==> src/rtl/latch_bank_wr_ctrl.sv <==
// Write/clear sequencer for a latrsnq latch bank: setup -> E pulse -> hold, plus clear with RN recovery.
// Optional preset path (SETN sequencing, preset_req port) is enabled by defining LATBANK_PRESET_EN.
module latch_bank_wr_ctrl #(
    parameter int WIDTH     = 8,
    parameter int DEPTH     = 4,
    parameter int SETUP_CYC = 1,
    parameter int PULSE_CYC = 1,
    parameter int HOLD_CYC  = 1,
    parameter int CLR_CYC   = 2,
    localparam int AW       = (DEPTH > 1) ? $clog2(DEPTH) : 1
) (
    input  logic             CLK,
    input  logic             RN,
    input  logic             wr_valid,
    output logic             wr_ready,
    input  logic [AW-1:0]    wr_addr,
    input  logic [WIDTH-1:0] wr_data,
    input  logic             clr_req,
`ifdef LATBANK_PRESET_EN
    input  logic             preset_req,
`endif
    output logic             busy,
    output logic             addr_err,
    output logic [WIDTH-1:0] lat_d,
    output logic [DEPTH-1:0] lat_e,
    output logic             lat_rn,
    output logic             lat_setn
);

    localparam int CW = 8;

    typedef enum logic [2:0] {
        CLEAR,
        RECOV,
        IDLE,
        SETUP,
        PULSE,
        HOLD
`ifdef LATBANK_PRESET_EN
        , PRESET
`endif
    } state_t;

    state_t           state_q, state_d;
    logic [CW-1:0]    cnt_q, cnt_d;
    logic [WIDTH-1:0] lat_d_q, lat_d_d;
    logic [AW-1:0]    addr_q, addr_d;
    logic [DEPTH-1:0] lat_e_q, lat_e_d;
    logic             addr_err_q, addr_err_d;
    logic             lat_rn_q, lat_rn_d;
    logic             lat_setn_q, lat_setn_d;
    logic             busy_q, busy_d;
    logic [DEPTH-1:0] addr_dec;
    logic             hold_off;

    // Out-of-range addresses decode to all-zero, which also flags addr_err.
    always_comb begin
        addr_dec = '0;
        for (int i = 0; i < DEPTH; i++) begin
            addr_dec[i] = (addr_q == AW'(i));
        end
    end

`ifdef LATBANK_PRESET_EN
    assign hold_off = clr_req | preset_req;
`else
    assign hold_off = clr_req;
`endif

    always_comb begin
        state_d    = state_q;
        cnt_d      = cnt_q + CW'(1);
        lat_d_d    = lat_d_q;
        addr_d     = addr_q;
        lat_e_d    = lat_e_q;
        addr_err_d = 1'b0;
        case (state_q)
            CLEAR: begin
                if (cnt_q == CW'(CLR_CYC - 1)) begin
                    state_d = RECOV;
                    cnt_d   = '0;
                end
            end
`ifdef LATBANK_PRESET_EN
            PRESET: begin
                if (cnt_q == CW'(CLR_CYC - 1)) begin
                    state_d = RECOV;
                    cnt_d   = '0;
                end
            end
`endif
            RECOV: begin
                state_d = IDLE;
                cnt_d   = '0;
            end
            IDLE: begin
                cnt_d = '0;
                if (clr_req) begin
                    state_d = CLEAR;
`ifdef LATBANK_PRESET_EN
                end else if (preset_req) begin
                    state_d = PRESET;
`endif
                end else if (wr_valid) begin
                    state_d = SETUP;
                    lat_d_d = wr_data;
                    addr_d  = wr_addr;
                end
            end
            SETUP: begin
                if (cnt_q == CW'(SETUP_CYC - 1)) begin
                    state_d    = PULSE;
                    cnt_d      = '0;
                    lat_e_d    = addr_dec;
                    addr_err_d = ~|addr_dec;
                end
            end
            PULSE: begin
                if (cnt_q == CW'(PULSE_CYC - 1)) begin
                    state_d = HOLD;
                    cnt_d   = '0;
                    lat_e_d = '0;
                end
            end
            HOLD: begin
                if (cnt_q == CW'(HOLD_CYC - 1)) begin
                    state_d = IDLE;
                    cnt_d   = '0;
                end
            end
            default: begin
                state_d = CLEAR;
                cnt_d   = '0;
                lat_e_d = '0;
            end
        endcase
        lat_rn_d = (state_d != CLEAR);
`ifdef LATBANK_PRESET_EN
        lat_setn_d = (state_d != PRESET);
`else
        lat_setn_d = 1'b1;
`endif
        busy_d = (state_d != IDLE);
    end

    // Async reset drops lat_e at once so a reset mid-pulse never races the latch RN.
    always_ff @(posedge CLK or negedge RN) begin
        if (!RN) begin
            state_q    <= CLEAR;
            cnt_q      <= '0;
            lat_d_q    <= '0;
            addr_q     <= '0;
            lat_e_q    <= '0;
            addr_err_q <= 1'b0;
            lat_rn_q   <= 1'b0;
            lat_setn_q <= 1'b1;
            busy_q     <= 1'b1;
        end else begin
            state_q    <= state_d;
            cnt_q      <= cnt_d;
            lat_d_q    <= lat_d_d;
            addr_q     <= addr_d;
            lat_e_q    <= lat_e_d;
            addr_err_q <= addr_err_d;
            lat_rn_q   <= lat_rn_d;
            lat_setn_q <= lat_setn_d;
            busy_q     <= busy_d;
        end
    end

    assign wr_ready = ~busy_q & ~hold_off;
    assign busy     = busy_q;
    assign addr_err = addr_err_q;
    assign lat_d    = lat_d_q;
    assign lat_e    = lat_e_q;
    assign lat_rn   = lat_rn_q;
    assign lat_setn = lat_setn_q;

endmodule

==> config.mk <==
export PLATFORM = sky130hd
export DESIGN_NAME = latch_bank_wr_ctrl
export DESIGN_NICKNAME = d
export VERILOG_FILES = /design/src/rtl/latch_bank_wr_ctrl.sv
export SDC_FILE = /design/constraint.sdc
export NUM_CORES = 1
export LEC_CHECK = 0
export CAP_MARGIN = 10
export CORE_AREA = 5 5 76 78
export CTS_CLUSTER_SIZE = 8
export DETAILED_ROUTE_END_ITERATION = 8
export DIE_AREA = 0 0 81 83
export PLACE_DENSITY = 0.61
export SYNTH_ARGS = -nofsm -noshare
export SYNTH_HDL_FRONTEND = slang
export SYNTH_SLANG_ARGS = --single-unit
==> constraint.sdc <==
create_clock -name CLK -period 1.6 [get_ports CLK]
set_clock_uncertainty 0.1 [all_clocks]
set_input_delay 0.32 -clock CLK [delete_from_list [all_inputs] [get_ports CLK]]
set_output_delay 0.32 -clock CLK [all_outputs]
set_load 0.005 [all_outputs]
==> metrics.txt, run 1 <==
status=complete, no violations; count leader, synth=dfrtp_1; Tmin final=1.560 ns; critical-path cell with the highest stage delay=or4b_4; final hold viol count=0; via count=1112; hpwl dp=2312 µm; Synth Register Bits=28; Max Cap Violations=0; Post-DRT Antenna Nets=0; largest net degree at the start of global routing=29; Die H=83 µm; Core Util, Final=0.4188; Crit. End Element=flop; Area contributors post-synth=dfrtp_1, mux2_4, mux2i_1, mux2_2, ha_1; max incr delay on CP=0.45 ns; Synthesis Warnings=0; HP Class=input port to async pin; multi-input logic area=744.5 µm²; crit path DAT=1.66 ns; design area=2098 µm²; layout cells sized above 1=0.3353; Placed Area=1913 µm²; Most used DFF post-synth=dfrtp_1; clock root cell=clkbuf_8; CP max FO=7; sequential power share=0.331; Post-Syn Instances=122; CP Class=flop to flop; clk slew on worst S/H paths=0.10 ns; routed length per instance=13.07 µm; Mapped Nets=139; vias in the first global route=1163; global-route wire length before repair=5478 µm; area leader, netlist=dfrtp_1; antenna cells=0; post-synth top area share=0.4683; initial antenna violation count=0; # H-tree levels=1; clock group share of total power=0.131; Post-Route WL=3137 µm; Slew Limit Fails=0; worst flop-to-flop path endpoint=lat_e[0]$_DFFE_PN0P_; die area=6723 µm²; Final Hold Slack=0.2882 ns; Mapped Area=1443 µm²; Peak VDD IR=0.0005625 V; Post-synth EDFFs=0; cells on worst reg2reg path=4; vias per inst=4.633; total global-route track usage=0.1019; core area=5010 µm²; CTS Buffer Depth=2; internal power=0.002207 W; IO Pins=31; Critical Path RT=1.70 ns; leakage=1.024 nW; most frequent cells after synthesis=dfrtp_1, mux2_4, nand2_1, nand3_1; Die Span X=81 µm; PwrDens=1594 nW/µm²; Final Setup Violations=0; residual DRC count=0; gp weighted congestion=0.8225; RSZ-0062 raised after global routing=yes; CTS tree=built; Port Buffer Count=29; Cell variety after synth=43; Post-Synthesis Mean Instance Area=11.82 µm²; clock sink count=28; Logic pwr share=0.538; fin crit share=0.9748; FILL cells=484; FF/Latch Area=701.9 µm²; net switching power=0.001138 W; Sw Share=0.3402; startpoint types=flop; grt total ovfl=0; post-synthesis sequential area ratio=0.4866; FMAX=0.6412 GHz; 1st-iter DRT viols=54; drt first pass iters=4; worst-path cell chain=buf_6, and2b_2, or4b_4, mux2i_1; share of flip-flops with an asynchronous set or reset after synthesis=1.000; total power=0.003345 W; starting utilization of the core area=0.2880; area delta synth->final=45.45%; TritonCTS Buffers=3; R2R Path Start=state_q[2]$_DFF_PN0_; num rows=26; R2R Setup Slk=0.04 ns; nets=188; worst skew pair latency=0.28 ns
## routing by layer
layer | vias up | wire length [µm] | track usage | share of wire
met5 | - | 0 | 0 | 0
met4 | 0 | 88 | 0.06298 | 0.028
met3 | 6 | 173 | 0.01840 | 0.055
met2 | 36 | 1529 | 0.1613 | 0.49
met1 | 538 | 1346 | 0.1256 | 0.43
li1 | 532 | - | - | -
## power groups by stage
stage,clock network [W],logic [W],registers [W]
floorplan,0,0.000897,0.00112
global route,0.000488,0.00196,0.00114
finish,0.000437,0.00180,0.00111
global placement,0,0.00160,0.00111
CTS,0.000457,0.00162,0.00111
detailed placement,0,0.00163,0.00112
## per-stage QoR
stage          TNS (ns)  worst slack (ns)  cells
2_1_floorplan         0           0.06745    122
3_3_place_gp     -3.515           -0.3046    229
3_5_place_dp     -4.022           -0.3497    229
4_1_cts               0          0.008859    233
5_1_grt        -0.02744          -0.01474    240
6_report              0           0.04033    240
## placed cells by master (no fill, tap or decap), drive strengths merged, types with 4 or more instances in the layout
cell           Yosys  layout
nand2              8       8
dlygate4sd2        0       5
clkdlybuf4s50      0      16
nor2               4       4
inv                5       5
dlymetal6s2s       0       8
mux2i              5       5
dfrtp             27      27
mux2              11      11
buf                6      21
clkbuf             0       4
nand3              8       8
## cell type report
type,instances,area share
clock buffer,4,0.02624
inverter,5,0.008945
multi-input combinational,83,0.3548
sequential,28,0.3345
tap,70,0.04174
timing repair buffer,50,0.2338
## flip-flops by register name (all words and copies together) (netlist names)
register and cells:
cnt_q 8, lat_d 8, lat_e 4, state_q 3, addr_q 2, addr_err 1, busy 1, lat_rn 1
## worst max-delay path, delay by kind of cell, from the launching register on
family / cells / cell delay [ns]
DFF: 1 / 0.43
and+or+nand+nor: 2 / 0.68
buffers and inverters: 1 / 0.15
muxes: 1 / 0.13
## worst max-delay path by stage
stage	cells past startpoint	slack [ns]	to	from
after CTS	1	0.009	lat_d[0]	lat_d[0]$_DFFE_PN0P_
after global placement	5	-0.30	lat_d[2]$_DFFE_PN0P_	clr_req
after global routing	4	-0.01	lat_e[0]$_DFFE_PN0P_	state_q[2]$_DFF_PN0_
after floorplan	4	0.07	lat_d[0]$_DFFE_PN0P_	state_q[0]$_DFF_PN0_
after detailed placement	5	-0.35	lat_d[0]$_DFFE_PN0P_	clr_req
final	4	0.04	lat_e[0]$_DFFE_PN0P_	state_q[2]$_DFF_PN0_
## timing repair
| item | in CTS | in global routing |
|---|---|---|
| hold buffers | 0 | 0 |
| setup buffers | 0 | 7 |
| endpoints found under the setup margin | 15 | 33 |
| resized for setup | 6 | 23 |
| pin swaps | 0 | 3 |
## cell families after synthesis
logic type,synth area share
XOR/XNOR,0.03036
AO/OA/AOI/OAI,0.08846
buffers and inverters,0.03903
adder cells (fa/ha/maj),0.02602
multiplexers,0.1388
other,0.005206
AND/OR/NAND/NOR,0.1856
flip-flops,0.4866
No activity file was read; power rests on OpenSTA's default activity.
==> run 2, diff against run 1 <==
--- a/config.mk
+++ b/config.mk
@@ -10,7 +10,9 @@
 export CTS_CLUSTER_SIZE = 8
 export DETAILED_ROUTE_END_ITERATION = 8
 export DIE_AREA = 0 0 81 83
+export MAX_ROUTING_LAYER = met4
 export PLACE_DENSITY = 0.61
 export SYNTH_ARGS = -nofsm -noshare
 export SYNTH_HDL_FRONTEND = slang
 export SYNTH_SLANG_ARGS = --single-unit
+export TNS_END_PERCENT = 10
==> run 2 against run 1 <==
Flip-flop and latch count unchanged. Count of clock-buffer cells in the layout unchanged. Critical path depth unchanged. Highest routed layer unchanged. Fmax down 0.21%. Final cell count down 2.5%. Clock power about the same. Via count down 2.3%. Register-to-register slack about the same.
==> metrics.txt, run 2 (synthesis results as in run 1) <==
Post-Route WL=3082 µm (was 3137 µm); via count=1086 (was 1112); final hold viol count=0 (unchanged); grt total ovfl=0 (unchanged); setup ws final=0.03708 ns (was 0.04033 ns); Die H=83 µm (unchanged); clock root cell=clkbuf_8 (unchanged); Critical Path RT=1.70 ns (about the same); leakage=1.009 nW (was 1.024 nW); hpwl dp=2312 µm (unchanged); CTS tree=built (unchanged); most frequent cells in the layout=dfrtp_1, clkdlybuf4s50_1, buf_4 (was dfrtp_1, buf_4, clkdlybuf4s50_1); commonest non-fill, non-tap cell in the layout=dfrtp_1 (unchanged); PwrDens=1579 nW/µm² (was 1594 nW/µm²); Post-Layout Cell Count=234 (was 240); starting utilization of the core area=0.2880 (unchanged); DP Cell Count=229 (unchanged); # H-tree levels=1 (unchanged); Port Buffer Count=29 (unchanged); vias in the first global route=1163 (unchanged); Tmin final=1.563 ns (was 1.560 ns); core area=5010 µm² (unchanged); area delta synth->final=41.20% (was 45.45%); Crit. End Element=flop (unchanged); CTS Buffer Depth=2 (unchanged); drt first pass iters=4 (unchanged); status=complete, no violations (unchanged); num rows=26 (unchanged); CP Class=flop to flop (unchanged); crit path DAT=1.66 ns (about the same); residual DRC count=0 (unchanged); CP max FO=7 (unchanged); nets=182 (was 188); total power=0.003217 W (was 0.003345 W); total global-route track usage=0.1047 (was 0.1019); clk slew on worst S/H paths=0.10 ns (about the same); Final Setup Violations=0 (unchanged); startpoint types=flop (unchanged); 1st-iter DRT viols=49 (was 54); TritonCTS Buffers=3 (unchanged); IO Pins=31 (unchanged); Max Cap Violations=0 (unchanged); die area=6723 µm² (unchanged); hold buffer count at cts=0 (unchanged); Peak VDD IR=0.0005669 V (was 0.0005625 V); HP Class=input port to async pin (unchanged); gp weighted congestion=0.8349 (was 0.8225); initial antenna violation count=0 (unchanged); FMAX=0.6398 GHz (was 0.6412 GHz); pre-CTS setup slack=-0.3497 ns (unchanged); Post-DRT Antenna Nets=0 (unchanged); layout cells sized above 1=0.2805 (was 0.3353); largest net degree at the start of global routing=29 (unchanged); Slew Limit Fails=0 (unchanged); fin crit share=0.9768 (was 0.9748); RSZ-0062 raised after global routing=yes (unchanged); Die Span X=81 µm (unchanged); antenna cells=0 (unchanged); global-route wire length before repair=5485 µm (was 5478 µm); routed length per instance=13.17 µm (was 13.07 µm); worst skew pair latency=0.28 ns (about the same); vias per inst=4.641 (was 4.633); clock sink count=28 (unchanged)
==> run 2: final cells by class <==
type	count	area, µm²
clock buffers	4	55.05
fillers	494	2973
inverters	5	18.77
well taps	70	87.58
repair buffers	44	447.9
multi-input cells	83	725.7
flip-flops and latches	28	701.9
==> run 2: what timing repair did <==
action,in CTS,in global routing
endpoints found under the setup margin,15,33
hold endpoints to repair,0,0
pin swaps,0,2
resized for setup,6,19
setup buffers,0,1
==> run 2: power by group <==
part / switching [W] / total (W) / internal, W / leakage (nW)
sequential: 0.000158 / 0.00111 / 0.000948 / 0.359
clock: 0.000215 / 0.000435 / 0.000220 / 0.0288
combinational: 0.000719 / 0.00168 / 0.000957 / 0.622
total: 0.00109 / 0.00322 / 0.00213 / 1.01
==> run 2: layer usage <==
layer  part of all wire  routed length, µm  global-route usage  up-vias
li1                   -                  -                   -      520
met1               0.44               1371              0.1263      533
met2               0.48               1478              0.1613       27
met3              0.047                144             0.01732        6
met4              0.029                 88             0.06298        0
met5                  0                  0                   -        -
==> run 2: through the flow <==
stage,TNS (ns),hold WS (ns),instance area (µm²),util
after global placement,-3.515,0.3907,1913,0.3819
after detailed placement,-4.022,0.3968,1913,0.3819
after CTS,0,0.2923,1967,0.3926
after floorplan,0,-0.07559,1443,-
final,0,0.2880,2037,0.4066
after global routing,-0.09621,0.2921,2037,0.4066
==> run 2: path summary, 6_finish.rpt <==
check / endpoint / slack, ns / start / cells past startpoint
max in group asynchronous: busy$_DFF_PN1_ / 0.88 / RN / 2
min reg2reg: lat_d[5]$_DFFE_PN0P_ / 0.42 / lat_d[5]$_DFFE_PN0P_ / 1
min: lat_e[1]$_DFFE_PN0P_ / 0.29 / RN / 2
max reg2reg: lat_e[0]$_DFFE_PN0P_ / 0.04 / state_q[2]$_DFF_PN0_ / 4
min in group CLK: lat_d[5]$_DFFE_PN0P_ / 0.42 / lat_d[5]$_DFFE_PN0P_ / 1
max: lat_e[0]$_DFFE_PN0P_ / 0.04 / state_q[2]$_DFF_PN0_ / 4
==> run 2: critical path: stages, from the launching register on <==
cell     delay (ns)
dfrtp_1        0.43
buf_6          0.15
and2b_2        0.23
or4b_4         0.45
mux2i_1        0.13
